File: config.mk
export PLATFORM = sky130hd
export DESIGN_NAME = config_fsm_burst_flat
export DESIGN_NICKNAME = d
export VERILOG_FILES = /design/src/rtl/config_fsm_burst_if.sv /design/src/rtl/config_fsm_burst.sv /design/src/flat_wrapper.sv
export SDC_FILE = /design/constraint.sdc
export NUM_CORES = 1
export LEC_CHECK = 0
export CORE_MARGIN = 4
export CORE_UTILIZATION = 49
export CTS_BUF_LIST = sky130_fd_sc_hd__clkbuf_8 sky130_fd_sc_hd__clkbuf_16
export DETAILED_ROUTE_END_ITERATION = 8
export PLACE_DENSITY = 0.86
export SLEW_MARGIN = 20
export SYNTH_ARGS = -nofsm -noshare
export SYNTH_HDL_FRONTEND = slang
export SYNTH_SLANG_ARGS = --single-unit
export TNS_END_PERCENT = 1
File: constraint.sdc
create_clock -name clk -period 2.4 [get_ports clk]
set_clock_uncertainty 0.1 [all_clocks]
set_input_delay 0.48 -clock clk [delete_from_list [all_inputs] [get_ports clk]]
set_output_delay 0.48 -clock clk [all_outputs]
set_load 0.005 [all_outputs]
File: src/rtl/config_fsm_burst_if.sv
// Config-port bus for config_fsm_burst: word input handshake plus frame/row steering outputs.
// CheckError is present only when CONFIG_FRAME_CHECK_EN is defined.
interface config_fsm_burst_if #(
  parameter int FrameBitsPerRow = 32,
  parameter int RowSelectWidth  = 5
);
  logic [31:0]                 write_data;
  logic                        write_strobe;
  logic [FrameBitsPerRow-1:0]  frame_address_register;
  logic                        long_frame_strobe;
  logic [RowSelectWidth-1:0]   row_select;
  logic                        synced;
  logic [15:0]                 frames_written;
`ifdef CONFIG_FRAME_CHECK_EN
  logic                        check_error;

  modport master (
    output write_data, write_strobe,
    input  frame_address_register, long_frame_strobe, row_select, synced,
           frames_written, check_error
  );

  modport slave (
    input  write_data, write_strobe,
    output frame_address_register, long_frame_strobe, row_select, synced,
           frames_written, check_error
  );
`else
  modport master (
    output write_data, write_strobe,
    input  frame_address_register, long_frame_strobe, row_select, synced,
           frames_written
  );

  modport slave (
    input  write_data, write_strobe,
    output frame_address_register, long_frame_strobe, row_select, synced,
           frames_written
  );
`endif
endinterface

File: src/rtl/config_fsm_burst.sv
// Fabric configuration FSM with burst frames: sync detect, header decode, row steering, column advance.
// Optional per-frame checksum stage enabled by defining CONFIG_FRAME_CHECK_EN.
//
// state  | meaning
// UNSYNC | waiting for the sync word, all other words ignored
// HEADER | next word is a frame header (or a desync request)
// DATA   | receiving frame rows, NumberOfRows down to 1
// CHECK  | next word is the frame checksum (CONFIG_FRAME_CHECK_EN only)
module config_fsm_burst #(
  parameter int          NumberOfRows    = 14,
  parameter int          RowSelectWidth  = 5,
  parameter int          FrameBitsPerRow = 32,
  parameter logic [31:0] SyncWord        = 32'hFAB0_FAB1,
  parameter int          DesyncFlag      = 20,
  parameter int          BurstLSB        = 24
) (
  input logic             clk,
  input logic             reset,
  config_fsm_burst_if.slave bus
);

  localparam logic [1:0] ST_UNSYNC = 2'd0;
  localparam logic [1:0] ST_HEADER = 2'd1;
  localparam logic [1:0] ST_DATA   = 2'd2;
  localparam logic [1:0] ST_CHECK  = 2'd3;

  localparam logic [RowSelectWidth-1:0] ROWS_INIT = RowSelectWidth'(NumberOfRows);
  localparam logic [RowSelectWidth-1:0] ROW_LAST  = RowSelectWidth'(1);
  localparam logic [RowSelectWidth-1:0] ROW_NONE  = '1;

  logic [1:0]                 state;
  logic [RowSelectWidth-1:0]  row_cnt;
  logic [7:0]                 burst_remain;
  logic [FrameBitsPerRow-1:0] frame_addr;
  logic [FrameBitsPerRow-1:0] frame_addr_rot;
  logic                       frame_strobe;
  logic                       old_frame_strobe;
  logic                       long_frame_strobe;
  logic [15:0]                frames_written;
  logic                       accept_data;
  logic                       last_row;
  logic                       commit;

  assign accept_data = bus.write_strobe && (state == ST_DATA);
  assign last_row    = accept_data && (row_cnt == ROW_LAST);

  // one-hot column advance, MSB wraps back to bit 0
  assign frame_addr_rot = (frame_addr << 1) | (frame_addr >> (FrameBitsPerRow - 1));

`ifdef CONFIG_FRAME_CHECK_EN
  logic [31:0] frame_sum;
  logic        check_error;

  assign commit = bus.write_strobe && (state == ST_CHECK) && (bus.write_data == frame_sum);
`else
  assign commit = last_row;
`endif

  always_ff @(posedge clk) begin
    if (reset) begin
      state             <= ST_UNSYNC;
      row_cnt           <= '0;
      burst_remain      <= '0;
      frame_addr        <= '0;
      frame_strobe      <= 1'b0;
      old_frame_strobe  <= 1'b0;
      long_frame_strobe <= 1'b0;
      frames_written    <= '0;
`ifdef CONFIG_FRAME_CHECK_EN
      frame_sum         <= '0;
      check_error       <= 1'b0;
`endif
    end else begin
      frame_strobe      <= 1'b0;
      old_frame_strobe  <= frame_strobe;
      long_frame_strobe <= frame_strobe | old_frame_strobe;

      if (bus.write_strobe) begin
        case (state)
          ST_UNSYNC: begin
            if (bus.write_data == SyncWord) state <= ST_HEADER;
          end
          ST_HEADER: begin
            if (bus.write_data[DesyncFlag]) begin
              state <= ST_UNSYNC;
            end else begin
              frame_addr   <= bus.write_data[FrameBitsPerRow-1:0];
              burst_remain <= bus.write_data[BurstLSB +: 8];
              row_cnt      <= ROWS_INIT;
              state        <= ST_DATA;
`ifdef CONFIG_FRAME_CHECK_EN
              frame_sum    <= '0;
`endif
            end
          end
          ST_DATA: begin
            row_cnt <= row_cnt - ROW_LAST;
`ifdef CONFIG_FRAME_CHECK_EN
            frame_sum <= frame_sum + bus.write_data;
            if (last_row) state <= ST_CHECK;
`endif
          end
          default: begin
`ifdef CONFIG_FRAME_CHECK_EN
            // a bad checksum drops the rest of the burst; resync required
            if (!commit) begin
              check_error <= 1'b1;
              state       <= ST_UNSYNC;
            end
`else
            state <= ST_UNSYNC;
`endif
          end
        endcase
      end

      // placed after the case so the frame boundary wins over the per-word updates
      if (commit) begin
        frame_strobe <= 1'b1;
        if (frames_written != 16'hFFFF) frames_written <= frames_written + 16'd1;
        if (burst_remain == 8'd0) begin
          state <= ST_HEADER;
        end else begin
          burst_remain <= burst_remain - 8'd1;
          frame_addr   <= frame_addr_rot;
          row_cnt      <= ROWS_INIT;
          state        <= ST_DATA;
`ifdef CONFIG_FRAME_CHECK_EN
          frame_sum    <= '0;
`endif
        end
      end
    end
  end

  assign bus.row_select             = accept_data ? row_cnt : ROW_NONE;
  assign bus.frame_address_register = frame_addr;
  assign bus.long_frame_strobe      = long_frame_strobe;
  assign bus.synced                 = (state != ST_UNSYNC);
  assign bus.frames_written         = frames_written;
`ifdef CONFIG_FRAME_CHECK_EN
  assign bus.check_error            = check_error;
`endif

endmodule
File: src/flat_wrapper.sv
// flat-port wrapper written by rule: the top's interface ports become plain ports
module config_fsm_burst_flat 
#(
  parameter int          NumberOfRows    = 14,
  parameter int          RowSelectWidth  = 5,
  parameter int          FrameBitsPerRow = 32,
  parameter logic [31:0] SyncWord        = 32'hFAB0_FAB1,
  parameter int          DesyncFlag      = 20,
  parameter int          BurstLSB        = 24
)
  (clk, reset, bus_write_data, bus_write_strobe, bus_frame_address_register, bus_long_frame_strobe, bus_row_select, bus_synced, bus_frames_written);
  config_fsm_burst_if #(.FrameBitsPerRow(FrameBitsPerRow), .RowSelectWidth(RowSelectWidth)) bus_i ();
  input logic clk;
  input logic reset;
  input wire logic [$bits(bus_i.write_data)-1:0] bus_write_data;
  input wire logic [$bits(bus_i.write_strobe)-1:0] bus_write_strobe;
  output wire logic [$bits(bus_i.frame_address_register)-1:0] bus_frame_address_register;
  output wire logic [$bits(bus_i.long_frame_strobe)-1:0] bus_long_frame_strobe;
  output wire logic [$bits(bus_i.row_select)-1:0] bus_row_select;
  output wire logic [$bits(bus_i.synced)-1:0] bus_synced;
  output wire logic [$bits(bus_i.frames_written)-1:0] bus_frames_written;
  assign bus_i.write_data = bus_write_data;
  assign bus_i.write_strobe = bus_write_strobe;
  assign bus_frame_address_register = bus_i.frame_address_register;
  assign bus_long_frame_strobe = bus_i.long_frame_strobe;
  assign bus_row_select = bus_i.row_select;
  assign bus_synced = bus_i.synced;
  assign bus_frames_written = bus_i.frames_written;
  config_fsm_burst #(.NumberOfRows(NumberOfRows), .RowSelectWidth(RowSelectWidth), .FrameBitsPerRow(FrameBitsPerRow), .SyncWord(SyncWord), .DesyncFlag(DesyncFlag), .BurstLSB(BurstLSB)) u_core (.clk(clk), .reset(reset), .bus(bus_i));
endmodule
==> impl_metrics.py <==
metrics = {
    "timing": {
        "worst_pin_slew_ps": 498.4,
        "drv_slew": 0,
        "fin_ws_ps": 19.85,
        "setup_viol": 0,
        "setup_tns_ps": 0,
        "slew_headroom": 0.6677,
        "hold_viol_final": 0,
        "grt_setup_unrepaired": "false",
        "fin_crit_sh": 0.9917,
        "min_period_ps": 2380,
        "fmax_ghz": 0.4201,
    },
    "yosys": {
        "synth_ff_type": "dfxtp_1",
        "synth_top_area_frac": 0.3871,
        "synthTopCellsByArea": "dfxtp_1 (39%), nand2_1 (9.1%), a311oi_1 (8.2%)",
        "synth_fp_nets": 458,
        "synth_edf_count": 0,
        "synth_seq_area_share": 0.3871,
        "syn_inst": 416,
        "yosysUniqueCellTypes": 57,
        "ys_seq_elements": 66,
        "netlist_area_mm2": 0.003413,
        "synth_area_leader_cell": "dfxtp_1",
        "synth_area_per_cell_um2": 8.205,
        "synthArstFlopShare": 0,
        "yosysWarnings": 0,
    },
    "drt": {
        "drt_iter0_drc": 242,
        "via_per_inst": 5.901,
        "vias": 3582,
        "routed_wl_mm": 9.741,
        "drtAntennaViolNets": 0,
        "wl_per_cell_um": 16.05,
        "drc": 0,
        "firstDrtPassIters": 6,
    },
    "critical_path": {
        "crit_arrival_ps": 2500,
        "critPathTopFamily": "simple AND/OR/NAND/NOR gates",
        "crit_path_start_kind": "primary input",
        "reg2reg_from": "u_core.burst_remain[1]",
        "startpoint": "bus_write_data[14]",
        "end_kind": "flip-flop",
        "cp.required_ps": 2520,
        "cp_slowest_cell": "or4b_2",
        "path_class": "in2reg",
        "critPathMaxStageDelay_ps": 680,
        "crit_buf_inv": 1,
        "worstPathCellList": "clkdlybuf4s50_1, nand4b_1, or4b_2, o311a_1, a211oi_1",
        "cp_max_fo": 2,
    },
    "floorplanning": {
        "core-area_mm2": 0.006794,
        "die_y_um": 91.46,
        "row_count": 30,
        "die_w_um": 91.46,
        "initial_utilization": 0.5024,
        "io-pin-count": 90,
        "die-area_mm2": 0.008365,
    },
    "global_route": {
        "antenna_found_initial": 0,
        "grt_max_degree": 44,
        "grtUsageTotal": 0.2284,
        "grt_overflow": 0,
        "grt_first_pass_wirelength_mm": 15.68,
        "first_global_vias": 3280,
    },
    "cts": {
        "insertion_delay_ps": 350,
        "clk_pin_slew_ps": 80,
        "numClockSinks": 66,
        "post_cts_buffers": 0,
        "cts_hold_buffers": 0,
        "clock_path_buffers": 2,
        "htreeDepth": 3,
        "numCtsBuffers": 9,
        "cts_root_buf": "clkbuf_8",
        "cts_tree": "done",
    },
    "finish": {
        "syn_to_final_growth_pct": 36.95,
        "final_core_utilization": 0.6880,
        "nets": 548,
        "drive_gt1_frac": 0.09785,
        "n_fill_cell": 548,
        "multi_input_area_mm2": 0.001914,
        "final-seq-area_mm2": 0.001323,
        "antennaDiodeCount": 0,
    },
    "min_path": {
        "hold_class": "reg2reg",
        "min_from": "u_core.old_frame_strobe",
    },
    "run": {
        "drv_cap": 0,
    },
    "pwr": {
        "powerDensity_mw_per_mm2": 531.3,
        "p_total_uw": 2484,
        "ir_worst_vdd_mv": 0.3762,
        "leakage_uw": 0.001663,
    },
    "placed_design": {
        "gp_congestion": 0.8844,
        "place_ws_ps": -139.9,
        "post-dp-hpwl_mm": 6.984,
        "port_buffers": 89,
    },
    "status": {
        "outcome": "complete, no violations",
    },
}
-- cells in the mapped netlist, types with 5 or more instances --
library cell	count
buf_2	9
dfxtp_1	66
clkbuf_1	15
or4_1	7
ha_1	7
a21oi_1	19
a311oi_1	32
buf_6	5
nor2_1	41
nand4_1	8
and3_1	6
o31ai_1	8
inv_1	12
o21ai_0	11
or3_1	7
nand3_1	6
nand2_1	83
nor3_1	6
-- registers in the layout (all words and copies together), names as in the netlist --
name                               count
u_core.bus.long_frame_strobe           1
u_core.bus.frame_address_register     32
u_core.burst_remain                    8
u_core.row_cnt                         5
u_core.old_frame_strobe                1
u_core.bus.frames_written             16
u_core.frame_strobe                    1
u_core.state                           2
-- cells in the final DEF, fill, tap and decap left out, types with 7 or more instances in the layout --
| cell | synthesis | final |
|---|---|---|
| a311oi_1 | 32 | 32 |
| buf_4 | 0 | 17 |
| nand2_1 | 83 | 83 |
| inv_1 | 12 | 12 |
| or4_1 | 7 | 7 |
| o21ai_0 | 11 | 11 |
| nor2_1 | 41 | 41 |
| clkdlybuf4s50_1 | 0 | 88 |
| a21oi_1 | 19 | 19 |
| dfxtp_1 | 66 | 65 |
| or3_1 | 7 | 7 |
| clkbuf_8 | 0 | 10 |
| nand4_1 | 8 | 8 |
| o31ai_1 | 8 | 8 |
-- worst reg2reg max path: stages, from the launching register on --
cell	delay [ps]
dfxtp_1	350
inv_1	60
ha_1	210
or4b_4	540
o211a_1	320
buf_4	190
nor3_1	200
a211oi_1	140
-- stage by stage --
step | hold slack [ps] | instance area, um2 | instances
2_1_floorplan | 315.8 | 3413 | 416
3_3_place_gp | 327.8 | 4436 | 591
3_5_place_dp | 325.7 | 4436 | 591
4_1_cts | 335.4 | 4669 | 607
5_1_grt | 377.7 | 4674 | 607
6_report | 330.0 | 4674 | 607
-- worst paths after layout --
kind | cells after the start | to | slack (ps)
max | 5 | u_core.state[1] | 20
min | 2 | u_core.bus.long_frame_strobe | 330
max reg2reg | 7 | u_core.state[1] | 140
min reg2reg | 2 | u_core.bus.long_frame_strobe | 330
-- metal layers --
layer,global-route usage,wire (um)
met5,0,0
met4,0.1055,234
met3,0.03397,494
met2,0.3859,4909
met1,0.2843,4102
-- power by group --
group          leakage, uW  switching (uW)  total (uW)  internal, uW
clock network     0.000113             433        1040           606
logic              0.00102             155         315           159
registers         0.000532            17.0        1130          1110
-- final cells by class --
class	instances	share of cell area
clock inverters	6	0.01740
well taps	96	0.02570
clock buffers	10	0.02944
repair buffers	108	0.2254
multi-input cells	309	0.4095
inverters	12	0.009636
flip-flops and latches	66	0.2829
-- cell families after synthesis --
kind of cell / Yosys count / share of synthesized area
AO/OA/AOI/OAI: 104 / 0.2313
flip-flops: 66 / 0.3871
AND/OR/NAND/NOR: 194 / 0.2852
adder cells (fa/ha/maj): 7 / 0.02566
multiplexers: 2 / 0.006232
XOR/XNOR: 2 / 0.005133
buffers and inverters: 41 / 0.05938
-- repair_timing --
action / CTS / global route
endpoints found under the setup margin: 5 / 22
pin swaps: 0 / 0
resized for setup: 5 / 2
(Power assumes the default switching activity.)
